==> src/rtl/spi_frame_monitor.sv <==
// Passive SPI bus monitor: oversamples the bus on pclk, captures MOSI/MISO words in any
// CPOL/CPHA mode and bit order, and queues them in a ready/valid FIFO with error flags.
module spi_frame_monitor #(
    parameter int unsigned DATA_WIDTH  = 8,
    parameter int unsigned NUM_CS      = 1,
    parameter int unsigned FIFO_DEPTH  = 4,
    parameter int unsigned SYNC_STAGES = 2,
    localparam int unsigned IdxW = (NUM_CS > 1) ? $clog2(NUM_CS) : 1,
    localparam int unsigned NbW  = $clog2(DATA_WIDTH + 1)
) (
    input  logic                  pclk,
    input  logic                  areset,
    input  logic                  cfg_cpol,
    input  logic                  cfg_cpha,
    input  logic                  cfg_lsb_first,
    input  logic                  sclk,
    input  logic [NUM_CS-1:0]     cs_n,
    input  logic                  mosi,
    input  logic                  miso,
    output logic                  frm_valid,
    input  logic                  frm_ready,
    output logic [DATA_WIDTH-1:0] frm_mosi,
    output logic [DATA_WIDTH-1:0] frm_miso,
    output logic [IdxW-1:0]       frm_cs_idx,
    output logic [NbW-1:0]        frm_nbits,
    output logic                  frm_partial,
    output logic                  ovf_err,
    output logic                  cs_conflict,
    input  logic                  err_clr
);

    localparam int unsigned PtrW = $clog2(FIFO_DEPTH);
    localparam int unsigned LvlW = PtrW + 1;

    typedef enum logic [1:0] {StDiscard, StIdle, StActive} state_e;

    typedef struct packed {
        logic [DATA_WIDTH-1:0] mo;
        logic [DATA_WIDTH-1:0] mi;
        logic [IdxW-1:0]       idx;
        logic [NbW-1:0]        nb;
        logic                  part;
    } entry_t;

    logic [SYNC_STAGES-1:0]             sclk_sync_q, sclk_sync_d;
    logic [SYNC_STAGES-1:0]             mosi_sync_q, mosi_sync_d;
    logic [SYNC_STAGES-1:0]             miso_sync_q, miso_sync_d;
    logic [SYNC_STAGES-1:0][NUM_CS-1:0] cs_sync_q, cs_sync_d;
    logic                               sclk_prev_q, sclk_prev_d;

    state_e                state_q, state_d;
    logic [IdxW-1:0]       idx_q, idx_d;
    logic                  fall_q, fall_d;
    logic                  lsb_q, lsb_d;
    logic [NbW-1:0]        cnt_q, cnt_d;
    logic [DATA_WIDTH-1:0] mo_sh_q, mo_sh_d, mi_sh_q, mi_sh_d;
    logic                  push_q, push_d;
    entry_t                push_ent_q, push_ent_d;

    entry_t                mem_q [FIFO_DEPTH];
    entry_t                mem_d [FIFO_DEPTH];
    logic [PtrW-1:0]       wr_ptr_q, wr_ptr_d, rd_ptr_q, rd_ptr_d;
    logic [LvlW-1:0]       level_q, level_d;
    logic                  ovf_q, ovf_d, conflict_q, conflict_d;

    logic                  sclk_s, mosi_s, miso_s, sample_edge;
    logic [NUM_CS-1:0]     cs_act, own_mask;
    logic [3:0]            n_act;
    logic [IdxW-1:0]       first_idx;
    logic                  conflict_set, ovf_set, pop, full, wr_en;

    always_comb begin
        sclk_sync_d = {sclk_sync_q[SYNC_STAGES-2:0], sclk};
        mosi_sync_d = {mosi_sync_q[SYNC_STAGES-2:0], mosi};
        miso_sync_d = {miso_sync_q[SYNC_STAGES-2:0], miso};
        cs_sync_d   = {cs_sync_q[SYNC_STAGES-2:0], cs_n};
        sclk_prev_d = sclk_sync_q[SYNC_STAGES-1];
        sclk_s      = sclk_sync_q[SYNC_STAGES-1];
        mosi_s      = mosi_sync_q[SYNC_STAGES-1];
        miso_s      = miso_sync_q[SYNC_STAGES-1];
        cs_act      = ~cs_sync_q[SYNC_STAGES-1];
        sample_edge = fall_q ? (~sclk_s & sclk_prev_q) : (sclk_s & ~sclk_prev_q);
        own_mask    = NUM_CS'(1) << idx_q;
        n_act       = '0;
        first_idx   = '0;
        for (int i = NUM_CS - 1; i >= 0; i--) begin
            n_act = n_act + 4'(cs_act[i]);
            if (cs_act[i]) first_idx = IdxW'(i);
        end
    end

    always_comb begin
        state_d      = state_q;
        idx_d        = idx_q;
        fall_d       = fall_q;
        lsb_d        = lsb_q;
        cnt_d        = cnt_q;
        mo_sh_d      = mo_sh_q;
        mi_sh_d      = mi_sh_q;
        push_d       = 1'b0;
        push_ent_d   = push_ent_q;
        conflict_set = 1'b0;
        unique case (state_q)
            StDiscard: begin
                if (n_act == 4'd0) state_d = StIdle;
            end
            StIdle: begin
                if (n_act == 4'd1) begin
                    state_d = StActive;
                    idx_d   = first_idx;
                    fall_d  = cfg_cpol ^ cfg_cpha;
                    lsb_d   = cfg_lsb_first;
                    cnt_d   = '0;
                    mo_sh_d = '0;
                    mi_sh_d = '0;
                end else if (n_act > 4'd1) begin
                    state_d      = StDiscard;
                    conflict_set = 1'b1;
                end
            end
            StActive: begin
                if ((cs_act & ~own_mask) != '0) begin
                    state_d      = StDiscard;
                    conflict_set = 1'b1;
                end else begin
                    if (sample_edge) begin
                        if (lsb_q) begin
                            for (int unsigned i = 0; i < DATA_WIDTH; i++) begin
                                if (cnt_q == NbW'(i)) begin
                                    mo_sh_d[i] = mosi_s;
                                    mi_sh_d[i] = miso_s;
                                end
                            end
                        end else begin
                            mo_sh_d = {mo_sh_q[DATA_WIDTH-2:0], mosi_s};
                            mi_sh_d = {mi_sh_q[DATA_WIDTH-2:0], miso_s};
                        end
                        cnt_d = cnt_q + NbW'(1);
                        if (cnt_d == NbW'(DATA_WIDTH)) begin
                            push_d     = 1'b1;
                            push_ent_d = '{mo: mo_sh_d, mi: mi_sh_d, idx: idx_q,
                                           nb: NbW'(DATA_WIDTH), part: 1'b0};
                            cnt_d      = '0;
                            // Clear so a following partial word stays right-justified.
                            mo_sh_d    = '0;
                            mi_sh_d    = '0;
                        end
                    end
                    // Release is evaluated after any same-cycle sample edge.
                    if ((cs_act & own_mask) == '0) begin
                        state_d = StIdle;
                        if (cnt_d != '0) begin
                            push_d     = 1'b1;
                            push_ent_d = '{mo: mo_sh_d, mi: mi_sh_d, idx: idx_q,
                                           nb: cnt_d, part: 1'b1};
                        end
                    end
                end
            end
            default: state_d = StDiscard;
        endcase
    end

    always_comb begin
        pop      = (level_q != '0) && frm_ready;
        full     = (level_q == LvlW'(FIFO_DEPTH));
        wr_en    = push_q && (!full || pop);
        ovf_set  = push_q && full && !pop;
        mem_d    = mem_q;
        if (wr_en) mem_d[wr_ptr_q] = push_ent_q;
        wr_ptr_d = wr_ptr_q + PtrW'(wr_en);
        rd_ptr_d = rd_ptr_q + PtrW'(pop);
        level_d  = level_q + LvlW'(wr_en) - LvlW'(pop);
        ovf_d      = ovf_set      ? 1'b1 : (err_clr ? 1'b0 : ovf_q);
        conflict_d = conflict_set ? 1'b1 : (err_clr ? 1'b0 : conflict_q);
    end

    always_ff @(posedge pclk or negedge areset) begin
        if (!areset) begin
            sclk_sync_q <= '0;
            mosi_sync_q <= '0;
            miso_sync_q <= '0;
            // Selects reset as asserted so DISCARD waits for a real all-high observation.
            cs_sync_q   <= '0;
            sclk_prev_q <= 1'b0;
            state_q     <= StDiscard;
            idx_q       <= '0;
            fall_q      <= 1'b0;
            lsb_q       <= 1'b0;
            cnt_q       <= '0;
            mo_sh_q     <= '0;
            mi_sh_q     <= '0;
            push_q      <= 1'b0;
            push_ent_q  <= '0;
            for (int i = 0; i < FIFO_DEPTH; i++) mem_q[i] <= '0;
            wr_ptr_q    <= '0;
            rd_ptr_q    <= '0;
            level_q     <= '0;
            ovf_q       <= 1'b0;
            conflict_q  <= 1'b0;
        end else begin
            sclk_sync_q <= sclk_sync_d;
            mosi_sync_q <= mosi_sync_d;
            miso_sync_q <= miso_sync_d;
            cs_sync_q   <= cs_sync_d;
            sclk_prev_q <= sclk_prev_d;
            state_q     <= state_d;
            idx_q       <= idx_d;
            fall_q      <= fall_d;
            lsb_q       <= lsb_d;
            cnt_q       <= cnt_d;
            mo_sh_q     <= mo_sh_d;
            mi_sh_q     <= mi_sh_d;
            push_q      <= push_d;
            push_ent_q  <= push_ent_d;
            mem_q       <= mem_d;
            wr_ptr_q    <= wr_ptr_d;
            rd_ptr_q    <= rd_ptr_d;
            level_q     <= level_d;
            ovf_q       <= ovf_d;
            conflict_q  <= conflict_d;
        end
    end

    assign frm_valid   = (level_q != '0);
    assign frm_mosi    = mem_q[rd_ptr_q].mo;
    assign frm_miso    = mem_q[rd_ptr_q].mi;
    assign frm_cs_idx  = mem_q[rd_ptr_q].idx;
    assign frm_nbits   = mem_q[rd_ptr_q].nb;
    assign frm_partial = mem_q[rd_ptr_q].part;
    assign ovf_err     = ovf_q;
    assign cs_conflict = conflict_q;

endmodule

==> config.mk <==
export PLATFORM = sky130hd
export DESIGN_NAME = spi_frame_monitor
export DESIGN_NICKNAME = d
export VERILOG_FILES = /design/src/rtl/spi_frame_monitor.sv
export SDC_FILE = /design/constraint.sdc
export NUM_CORES = 1
export LEC_CHECK = 0
export CAP_MARGIN = 20
export CORE_UTILIZATION = 45
export CTS_BUF_LIST = sky130_fd_sc_hd__clkbuf_4 sky130_fd_sc_hd__clkbuf_8
export DETAILED_ROUTE_END_ITERATION = 16
export MAX_ROUTING_LAYER = met4
export SYNTH_ARGS = -nofsm -noshare
export SYNTH_HDL_FRONTEND = slang
export SYNTH_SLANG_ARGS = --single-unit
export TNS_END_PERCENT = 20
==> constraint.sdc <==
create_clock -name pclk -period 2.8 [get_ports pclk]
set_clock_uncertainty 0.2 [all_clocks]
set_input_delay 0.28 -clock pclk [delete_from_list [all_inputs] [get_ports pclk]]
set_output_delay 0.28 -clock pclk [all_outputs]
set_load 0.02 [all_outputs]
==> impl_metrics.py, run 1 <==
metrics = {
    "sta": {
        "hold_viol_final": 0,
        "grt_setup_unrepaired": "no",
        "max_freq_ghz": 0.381,
        "slew_headroom_pct": 39.7,
        "holdWs_ns": 0.0794,
        "finalSetupViolCount": 0,
        "timing.final.crit_share_pct": 93.7,
        "tightestPinTransition_ns": 0.901,
        "period_needed_ns": 2.62,
        "fin_tns_setup_ns": 0,
        "maxSlewViolCount": 0,
    },
    "yosys": {
        "avgSynthCellArea_um2": 13.3,
        "yosys-top-cells-area": "dfrtp_1 53%, mux2_2 13%, mux4_2 6.9%",
        "ys.flop_type": "dfrtp_1",
        "synthCells": 544,
        "synthTopCellsByCount": "152 x dfrtp_1, 82 x mux2_2, 26 x a22o_1",
        "seq_area_frac_synth_pct": 52.6,
        "yosys.cell_types.count": 66,
        "synth_nets": 564,
        "async_flop_share_pct": 100,
        "yosys.area.top_type": "dfrtp_1",
        "syn_area_um2": 7230,
        "synth_top_area_share_pct": 52.6,
        "yosysMostFrequentCell": "dfrtp_1",
        "ys_ff_latch": 152,
        "yosys_warnings": 0,
        "synth_edf_count": 0,
    },
    "placed_design": {
        "io_buffers": 34,
        "detailed_place_hpwl_mm": 10.5,
        "gp_congestion": 0.865,
    },
    "worst_setup_path": {
        "critPathCapture": "frm_miso[1]",
        "crit_fanout": 17,
        "endpoint_kind": "output port",
        "rr_startpoint": "cnt_q[1]",
        "rr_worst_depth": 7,
        "r2r-end": "push_ent_q[21]",
        "required_ns": 2.32,
        "critPathLaunch": "rd_ptr_q[0]",
        "crit_arrival_ns": 2.14,
        "reg2reg_slack_ns": 0.21,
        "cp-start-kind": "flop",
        "path_class": "reg -> out",
    },
    "routing": {
        "drc": 0,
        "via_count": 4613,
        "first_pass_iters": 5,
        "drt-wirelength-per-cell_um": 19.0,
        "antenna_left": 0,
        "viasPerCell": 5.69,
        "drt_wl_total_mm": 15.4,
        "first_iter_violations": 337,
    },
    "power": {
        "p_leak_nw": 3.85,
        "ir_drop_v": 0.000350,
        "power_density_nw_per_um2": 762,
    },
    "min_path": {
        "hold_class": "in -> reg",
        "min_path_cells": 1,
    },
    "finish": {
        "diodes": 0,
        "area_growth_pct": 15.0,
        "drive_gt1_share_pct": 31.7,
        "nNetsFinal": 608,
    },
    "clock_network": {
        "h-tree-depth": 4,
        "clock_sinks": 152,
        "insertion_delay_ns": 0.44,
        "post_cts_buffers": 0,
        "cts_made_buffers": 17,
        "clockBufferDepth": 2,
        "cts.repair.resized": 0,
        "cts_root_buf": "clkbuf_8",
        "cts.clk_slew.worst_paths_ns": 0.08,
        "holdBufCountCts": 1,
        "cts_tree": "yes",
    },
    "die": {
        "dieWidth_um": 129,
        "initial_core_util_pct": 46.9,
        "fp.dieH_um": 129,
        "fp-row-count": 45,
        "ios": 36,
        "core_um2": 15400,
        "dieArea_um2": 16600,
    },
    "global_route": {
        "grt_pass1_vias": 4908,
        "grt_overflow_total": 0,
        "track_usage_pct": 21.4,
        "antenna_found_initial": 0,
        "grt_pass1_wl_mm": 26.0,
        "grt_max_degree": 81,
    },
    "run": {
        "maxCapViolCount": 0,
    },
    "run_status": {
        "status": "completed",
    },
}
worst min-delay path by stage:
stage                           to           start  slack [ns]
floorplan                 cnt_q[0]          areset       -0.22
global placement    mosi_sync_q[1]  mosi_sync_q[0]        0.13
detailed placement    cs_sync_q[1]    cs_sync_d[1]        0.14
CTS                 mosi_sync_q[0]            mosi        0.05
global route        sclk_sync_q[0]            sclk        0.05
finish              mosi_sync_q[0]            mosi        0.08
through the flow:
step	setup slack [ns]	instances	utilization (%)	instance area, µm²	total power [mW]
after detailed placement	0.194	779	51.3	7910	4.75
after CTS	0.136	811	53.9	8310	6.41
final	0.176	811	53.9	8310	6.33
after global routing	0.0407	811	53.9	8310	6.72
after global placement	0.251	778	51.2	7900	4.68
after floorplan	0.249	544	-	7230	4.09
cell families (layout without fill, tap and decap cells):
kind of cell | count (synthesis) | in the layout | share of synthesized area (%)
DFF | 152 | 152 | 52.6
and+or+nand+nor | 88 | 88 | 6.49
adders and majority gates | 9 | 9 | 1.66
other | 1 | 1 | 0.0519
buffers and inverters | 50 | 106 | 3.50
xor gates and xnor gates | 7 | 7 | 0.848
muxes | 120 | 120 | 21.9
AOI/OAI and AO/OA | 117 | 117 | 12.9
area by class of cell:
type | instances | area (µm²)
clock buffers | 20 | 269
clock inverters | 11 | 124
multi-input cells | 342 | 3180
inverters | 14 | 52.6
well taps | 211 | 264
repair buffers | 61 | 622
flip-flops and latches | 152 | 3800
fillers | 1348 | 7120
placed cells by master (no fill, tap or decap), drive strengths merged, types with 4 or more instances in the layout:
| cell | count |
|---|---|
| nand2 | 25 |
| a22o | 26 |
| xnor2 | 5 |
| o21ai | 16 |
| nor2 | 25 |
| a21oi | 21 |
| nand3b | 4 |
| mux2 | 84 |
| nand2b | 5 |
| clkinv | 5 |
| buf | 27 |
| dfrtp | 152 |
| nand3 | 4 |
| inv | 15 |
| nor3b | 4 |
| clkbuf | 20 |
| clkdlybuf4s50 | 33 |
| ha | 8 |
| a211o | 14 |
| mux2i | 14 |
| mux4 | 22 |
| o221a | 11 |
| o31ai | 4 |
per-layer routing:
| metal | track usage, % | routed length, µm | vias up | share of wire (%) |
|---|---|---|---|---|
| li1 | - | - | 2133 | - |
| met1 | 28.5 | 7410 | 2377 | 48 |
| met2 | 33.4 | 7250 | 96 | 47 |
| met3 | 4.41 | 658 | 7 | 4.3 |
| met4 | 5.26 | 112 | 0 | 0.73 |
| met5 | - | 0 | - | 0 |
registers in the layout, summed over array words and instances (netlist names):
| register | cells |
|---|---|
| mem_q | 88 |
| state_q | 2 |
| push_ent_q | 22 |
| sclk_sync_q | 2 |
| level_q | 3 |
| miso_sync_q | 2 |
| mosi_sync_q | 2 |
| rd_ptr_q | 2 |
| wr_ptr_q | 2 |
| cnt_q | 4 |
| cs_sync_q | 1 |
| lsb_q | 1 |
| fall_q | 1 |
| sclk_prev_q | 1 |
| mo_sh_q | 8 |
| cs_sync_d | 1 |
| mi_sh_q | 8 |
| ovf_err | 1 |
| push_q | 1 |
worst max-delay path: stages, from the launching register on:
cell and delay [ns]:
dfrtp_1 0.40, buf_12 0.20, mux4_2 0.55, clkdlybuf4s50_1 0.55
power breakdown:
group	internal [mW]	switching [mW]
Sequential	2.60	0.384
Clock	0.844	0.801
Combinational	0.923	0.779
Note: power is estimated with default switching activity, not from simulation.
==> run 2, diff against run 1 <==
--- a/config.mk
+++ b/config.mk
@@ -9,6 +9,7 @@
 export CORE_UTILIZATION = 45
 export CTS_BUF_LIST = sky130_fd_sc_hd__clkbuf_4 sky130_fd_sc_hd__clkbuf_8
 export DETAILED_ROUTE_END_ITERATION = 16
+export DONT_BUFFER_PORTS = 1
 export MAX_ROUTING_LAYER = met4
 export SYNTH_ARGS = -nofsm -noshare
 export SYNTH_HDL_FRONTEND = slang
==> impl_metrics.py, run 2 (synthesis results as in run 1) <==
metrics = {
    "run_status": {
        "status": "finished with violations",
        "violations": "negative hold slack",
    },
    "routing": {
        "first_iter_violations": 286,
        "drc": 0,
        "via_count": 4608,
        "drt_wl_total_mm": 15.3,
        "first_pass_iters": 5,
        "drt-wirelength-per-cell_um": 19.5,
        "antenna_left": 0,
        "viasPerCell": 5.87,
    },
    "die": {
        "dieArea_um2": 16600,
        "ios": 36,
        "core_um2": 15400,
        "initial_core_util_pct": 46.9,
        "dieWidth_um": 129,
        "fp-row-count": 45,
        "fp.dieH_um": 129,
    },
    "sta": {
        "maxSlewViolCount": 0,
        "hold_viol_final": 152,
        "period_needed_ns": 2.59,
        "timing.final.crit_share_pct": 92.5,
        "finalWorstSetupSlack_ns": 0.209,
        "max_freq_ghz": 0.386,
        "tightestPinTransition_ns": 0.845,
        "holdWs_ns": -0.689,
        "slew_headroom_pct": 43.5,
        "finalSetupViolCount": 0,
        "fin_tns_setup_ns": 0,
        "grt_setup_unrepaired": "no",
    },
    "clock_network": {
        "h-tree-depth": 4,
        "holdBufCountCts": 10,
        "post_cts_buffers": 0,
        "clock_sinks": 152,
        "cts_tree": "yes",
        "clockBufferDepth": 2,
        "cts_root_buf": "clkbuf_8",
        "cts_made_buffers": 17,
        "cts.clk_slew.worst_paths_ns": 0.09,
        "insertion_delay_ns": 0.45,
    },
    "finish": {
        "diodes": 0,
        "area_growth_pct": 10.9,
        "largest_register_ffs": 88,
        "nNetsFinal": 581,
        "largest_register": "mem_q",
        "final_cell_area_um2": 8020,
        "drive_gt1_share_pct": 32.9,
        "final_core_util_pct": 52.0,
        "final_cell_mix": "151 x dfrtp_1, 82 x mux2_2, 26 x a22o_1",
        "layout_commonest_cell": "dfrtp_1",
        "reg_top3": "mem_q x88, push_ent_q x22",
    },
    "worst_setup_path": {
        "endpoint_kind": "flop",
        "crit_chain": "inv_1 -> ha_1 -> or3_4 -> a21oi_2 -> o211ai_4 -> nand2_1 -> buf_4 -> o221a_2",
        "cp-start-kind": "flop",
        "cpMaxStageDelayCell": "dfrtp_1",
        "crit_arrival_ns": 2.73,
        "crit_fanout": 17,
        "worst_path_largest_cell_delay_ns": 0.46,
        "path_class": "reg -> reg",
        "required_ns": 2.94,
    },
    "power": {
        "ir_drop_v": 0.000706,
        "power_density_nw_per_um2": 780,
        "power_mw": 6.25,
        "p_leak_nw": 3.75,
    },
    "global_route": {
        "grt_max_degree": 153,
        "track_usage_pct": 20.7,
        "antenna_found_initial": 0,
        "grt_overflow_total": 0,
        "grt_pass1_wl_mm": 25.2,
        "grt_pass1_vias": 4680,
    },
    "placed_design": {
        "detailed_place_hpwl_mm": 9.99,
        "io_buffers": 0,
        "gp_congestion": 0.895,
        "dp_slack_ns": 0.190,
        "place_area_um2": 7490,
    },
    "min_path": {
        "hold_class": "in -> async",
    },
    "run": {
        "maxCapViolCount": 0,
    },
}
-- run 2: worst paths after layout --
path	startpoint	to	slack [ns]	depth (start not counted)
worst min register to register	cs_sync_d[1]	cs_sync_q[1]	0.15	0
worst max register to register	cnt_q[1]	push_ent_q[18]	0.21	8
max in group asynchronous	areset	mem_q[35]	2.88	0
worst min-delay path	areset	wr_ptr_q[1]	-0.69	0
min in group pclk	cs_sync_d[1]	cs_sync_q[1]	0.15	0
worst max-delay path	cnt_q[1]	push_ent_q[18]	0.21	8
-- run 2: worst max-delay path: cells and delay by family (launching register included) --
family                   cells  cell delay [ns]
buffers and inverters        2             0.32
flip-flops                   1             0.46
AND/OR/NAND/NOR              2             0.32
adder cells (fa/ha/maj)      1             0.41
AO/OA/AOI/OAI                3             0.79
-- run 2: through the flow --
step / std cells / hold slack [ns]
CTS: 785 / -0.718
global placement: 742 / -0.212
detailed placement: 743 / -0.212
floorplan: 544 / -0.216
global route: 785 / -0.713
finish: 785 / -0.689
-- run 2: layout make-up --
cell class,instances,area [µm²]
sequential,152,3800
inverter,14,52.6
tap,211,264
fill,1362,7410
clock buffer,17,234
clock inverter,15,190
multi-input combinational,342,3180
timing repair buffer,34,293
-- run 2: layer usage --
metal	vias up	part of all wire (%)	track usage [%]	routed length [µm]
met4	0	1.3	7.20	203
li1	2087	-	-	-
met1	2389	48	27.8	7340
met5	-	0	-	0
met3	19	4.4	4.28	674
met2	113	46	31.3	7070
-- run 2: report_power, final --
part,total (mW),internal [mW],switching [mW]
logic,1.49,0.761,0.724
clock network,1.79,0.903,0.892
registers,2.97,2.60,0.375
total,6.25,4.26,1.99
-- run 2: timing repair --
item | CTS | global route
resized for setup | 0 | 1
endpoints found under the hold margin | 160 | 152
endpoints found under the setup margin | 0 | 1
==> run 3, diff against run 2 <==
--- a/config.mk
+++ b/config.mk
@@ -5,6 +5,7 @@
 export SDC_FILE = /design/constraint.sdc
 export NUM_CORES = 1
 export LEC_CHECK = 0
+export ABC_AREA = 1
 export CAP_MARGIN = 20
 export CORE_UTILIZATION = 45
 export CTS_BUF_LIST = sky130_fd_sc_hd__clkbuf_4 sky130_fd_sc_hd__clkbuf_8
==> impl_metrics.py, run 3 <==
metrics = {
    "run_status": {
        "status": "finished with violations",
        "violations": "negative hold slack",
    },
    "sta": {
        "max_freq_ghz": 0.409,
        "slew_headroom_pct": 60.7,
        "finalSetupViolCount": 0,
        "grt_setup_unrepaired": "no",
        "period_needed_ns": 2.44,
        "maxSlewViolCount": 0,
        "hold_viol_final": 152,
        "tightestPinTransition_ns": 0.598,
        "holdWs_ns": -0.702,
        "fin_tns_setup_ns": 0,
        "timing.final.crit_share_pct": 87.3,
    },
    "global_route": {
        "antenna_found_initial": 0,
        "grt_pass1_vias": 5607,
        "track_usage_pct": 23.1,
        "grt_max_degree": 153,
        "grt_overflow_total": 0,
        "grt_pass1_wl_mm": 28.8,
    },
    "die": {
        "fp-row-count": 46,
        "fp.dieH_um": 130,
        "dieWidth_um": 130,
        "dieArea_um2": 16900,
        "initial_core_util_pct": 46.2,
        "ios": 36,
        "core_um2": 15900,
    },
    "yosys": {
        "ys_ff_latch": 152,
        "ys.flop_type": "dfrtp_1",
        "synth_nets": 901,
        "yosys.cell_types.count": 36,
        "yosys-top-cells-area": "dfrtp_1 52%, o21ai_0 10%, nand2_1 9.9%",
        "yosysMostFrequentCell": "nand2_1",
        "avgSynthCellArea_um2": 8.37,
        "synth_top_area_share_pct": 51.6,
        "synthCells": 881,
        "yosys_warnings": 0,
        "syn_area_um2": 7370,
        "synthTopCellsByCount": "195 x nand2_1, 152 x dfrtp_1, 150 x o21ai_0",
        "async_flop_share_pct": 100,
        "synth_edf_count": 0,
        "yosys.area.top_type": "dfrtp_1",
        "seq_area_frac_synth_pct": 51.6,
    },
    "routing": {
        "drt-wirelength-per-cell_um": 16.0,
        "top_layer_used": "met4",
        "viasPerCell": 5.39,
        "first_pass_iters": 5,
        "drc": 0,
        "drt_wl_total_mm": 17.6,
        "first_iter_violations": 527,
        "met1Wirelength_mm": 8.20,
        "met2_wirelength_mm": 8.27,
        "wl_met3_um": 897,
        "via_count": 5945,
        "antenna_left": 0,
    },
    "power": {
        "power_mw": 7.14,
        "ir_drop_v": 0.000405,
        "power_density_nw_per_um2": 895,
        "p_leak_nw": 3.66,
    },
    "worst_setup_path": {
        "crit_fanout": 44,
        "required_ns": 2.32,
        "crit_arrival_ns": 1.96,
        "worst_path_largest_cell_delay_ns": 0.48,
        "endpoint_kind": "output port",
        "reg2reg_slack_ns": 0.52,
        "path_class": "reg -> out",
        "cpMaxStageDelayCell": "o22ai_1",
        "crit_chain": "inv_1 -> buf_4 -> o21ai_0 -> o22ai_1",
        "cp-start-kind": "flop",
    },
    "finish": {
        "layout_commonest_cell": "nand2_1",
        "nNetsFinal": 893,
        "largest_register_ffs": 88,
        "n_fill_cell": 1535,
        "drive_gt1_share_pct": 9.48,
        "multi_input_area_um2": 3060,
        "largest_register": "mem_q",
        "reg_top3": "mem_q x88, push_ent_q x22",
        "area_growth_pct": 8.27,
        "final_core_util_pct": 50.0,
        "final_cell_count_no_fill": 1102,
        "seqCellArea_um2": 3800,
        "final_cell_mix": "195 x nand2_1, 152 x dfrtp_1, 149 x o21ai_0",
        "diodes": 0,
    },
    "clock_network": {
        "clock_sinks": 152,
        "post_cts_buffers": 0,
        "insertion_delay_ns": 0.46,
        "cts.clk_slew.worst_paths_ns": 0.09,
        "clockBufferDepth": 2,
        "cts_root_buf": "clkbuf_8",
        "cts_tree": "yes",
        "cts_made_buffers": 17,
        "h-tree-depth": 4,
        "cts.repair.resized": 0,
        "holdBufCountCts": 9,
    },
    "placed_design": {
        "gp_congestion": 0.892,
        "io_buffers": 0,
        "placed_cells_incl_taps": 1061,
        "detailed_place_hpwl_mm": 11.0,
    },
    "run": {
        "maxCapViolCount": 0,
    },
    "min_path": {
        "hold_class": "in -> async",
    },
}
-- run 3: worst paths after layout --
kind                              start        endpoint  cells after the start
setup / recovery            rd_ptr_q[0]     frm_miso[2]                      4
hold / removal                   areset        mem_q[0]                      0
setup reg to reg               cnt_q[0]   push_ent_q[5]                     11
hold reg to reg            cs_sync_d[1]    cs_sync_q[1]                      0
max in group asynchronous        areset  push_ent_q[17]                      0
min in group pclk             frm_ready     rd_ptr_q[0]                      3
-- run 3: worst max-delay path, delay by kind of cell, from the launching register on --
kind | cells | cell delay (ns)
flops | 1 | 0.40
buf+inv | 2 | 0.47
compound gates | 2 | 0.62
-- run 3: final cells by class --
| cell class | instances | share of cell area [%] |
|---|---|---|
| Tap cell | 216 | 3.39 |
| Clock inverter | 14 | 1.71 |
| Inverter | 71 | 3.37 |
| Sequential cell | 152 | 47.7 |
| Timing Repair Buffer | 22 | 2.35 |
| Clock buffer | 18 | 3.10 |
| Multi-Input combinational cell | 609 | 38.4 |
-- run 3: report_power, final --
group          switching [mW]  internal (mW)  total [mW]  leakage (nW)
clock network           0.899          0.746        1.65         0.187
logic                    1.76          0.742        2.50          1.48
registers               0.275           2.72        2.99          1.99
total                    2.94           4.21        7.14          3.66
-- run 3: metal layers --
layer  global-route usage, %  up-vias
met1                    30.0     2888
met2                    35.8      154
li1                        -     2879
met3                    4.51       24
met4                    8.48        0
met5                       -        -
-- run 3: kinds of logic (layout without fill, tap and decap cells) --
kind of cell | count (synthesis) | after routing | share of synthesized area [%]
AND/OR/NAND/NOR | 339 | 339 | 19.8
AO/OA/AOI/OAI | 255 | 255 | 19.4
flip-flops | 152 | 152 | 51.6
buffers and inverters | 120 | 125 | 6.89
adder cells (fa/ha/maj) | 9 | 9 | 1.63
XOR/XNOR | 5 | 5 | 0.594
other | 1 | 1 | 0.0509
-- run 3: through the flow --
step	hold WS, ns	cell area [µm²]	setup slack [ns]
detailed placement	-0.211	7500	0.532
finish	-0.702	7980	0.356
floorplan	-0.216	7370	0.825
CTS	-0.733	7980	0.353
global route	-0.727	7980	0.225
global placement	-0.212	7500	0.610
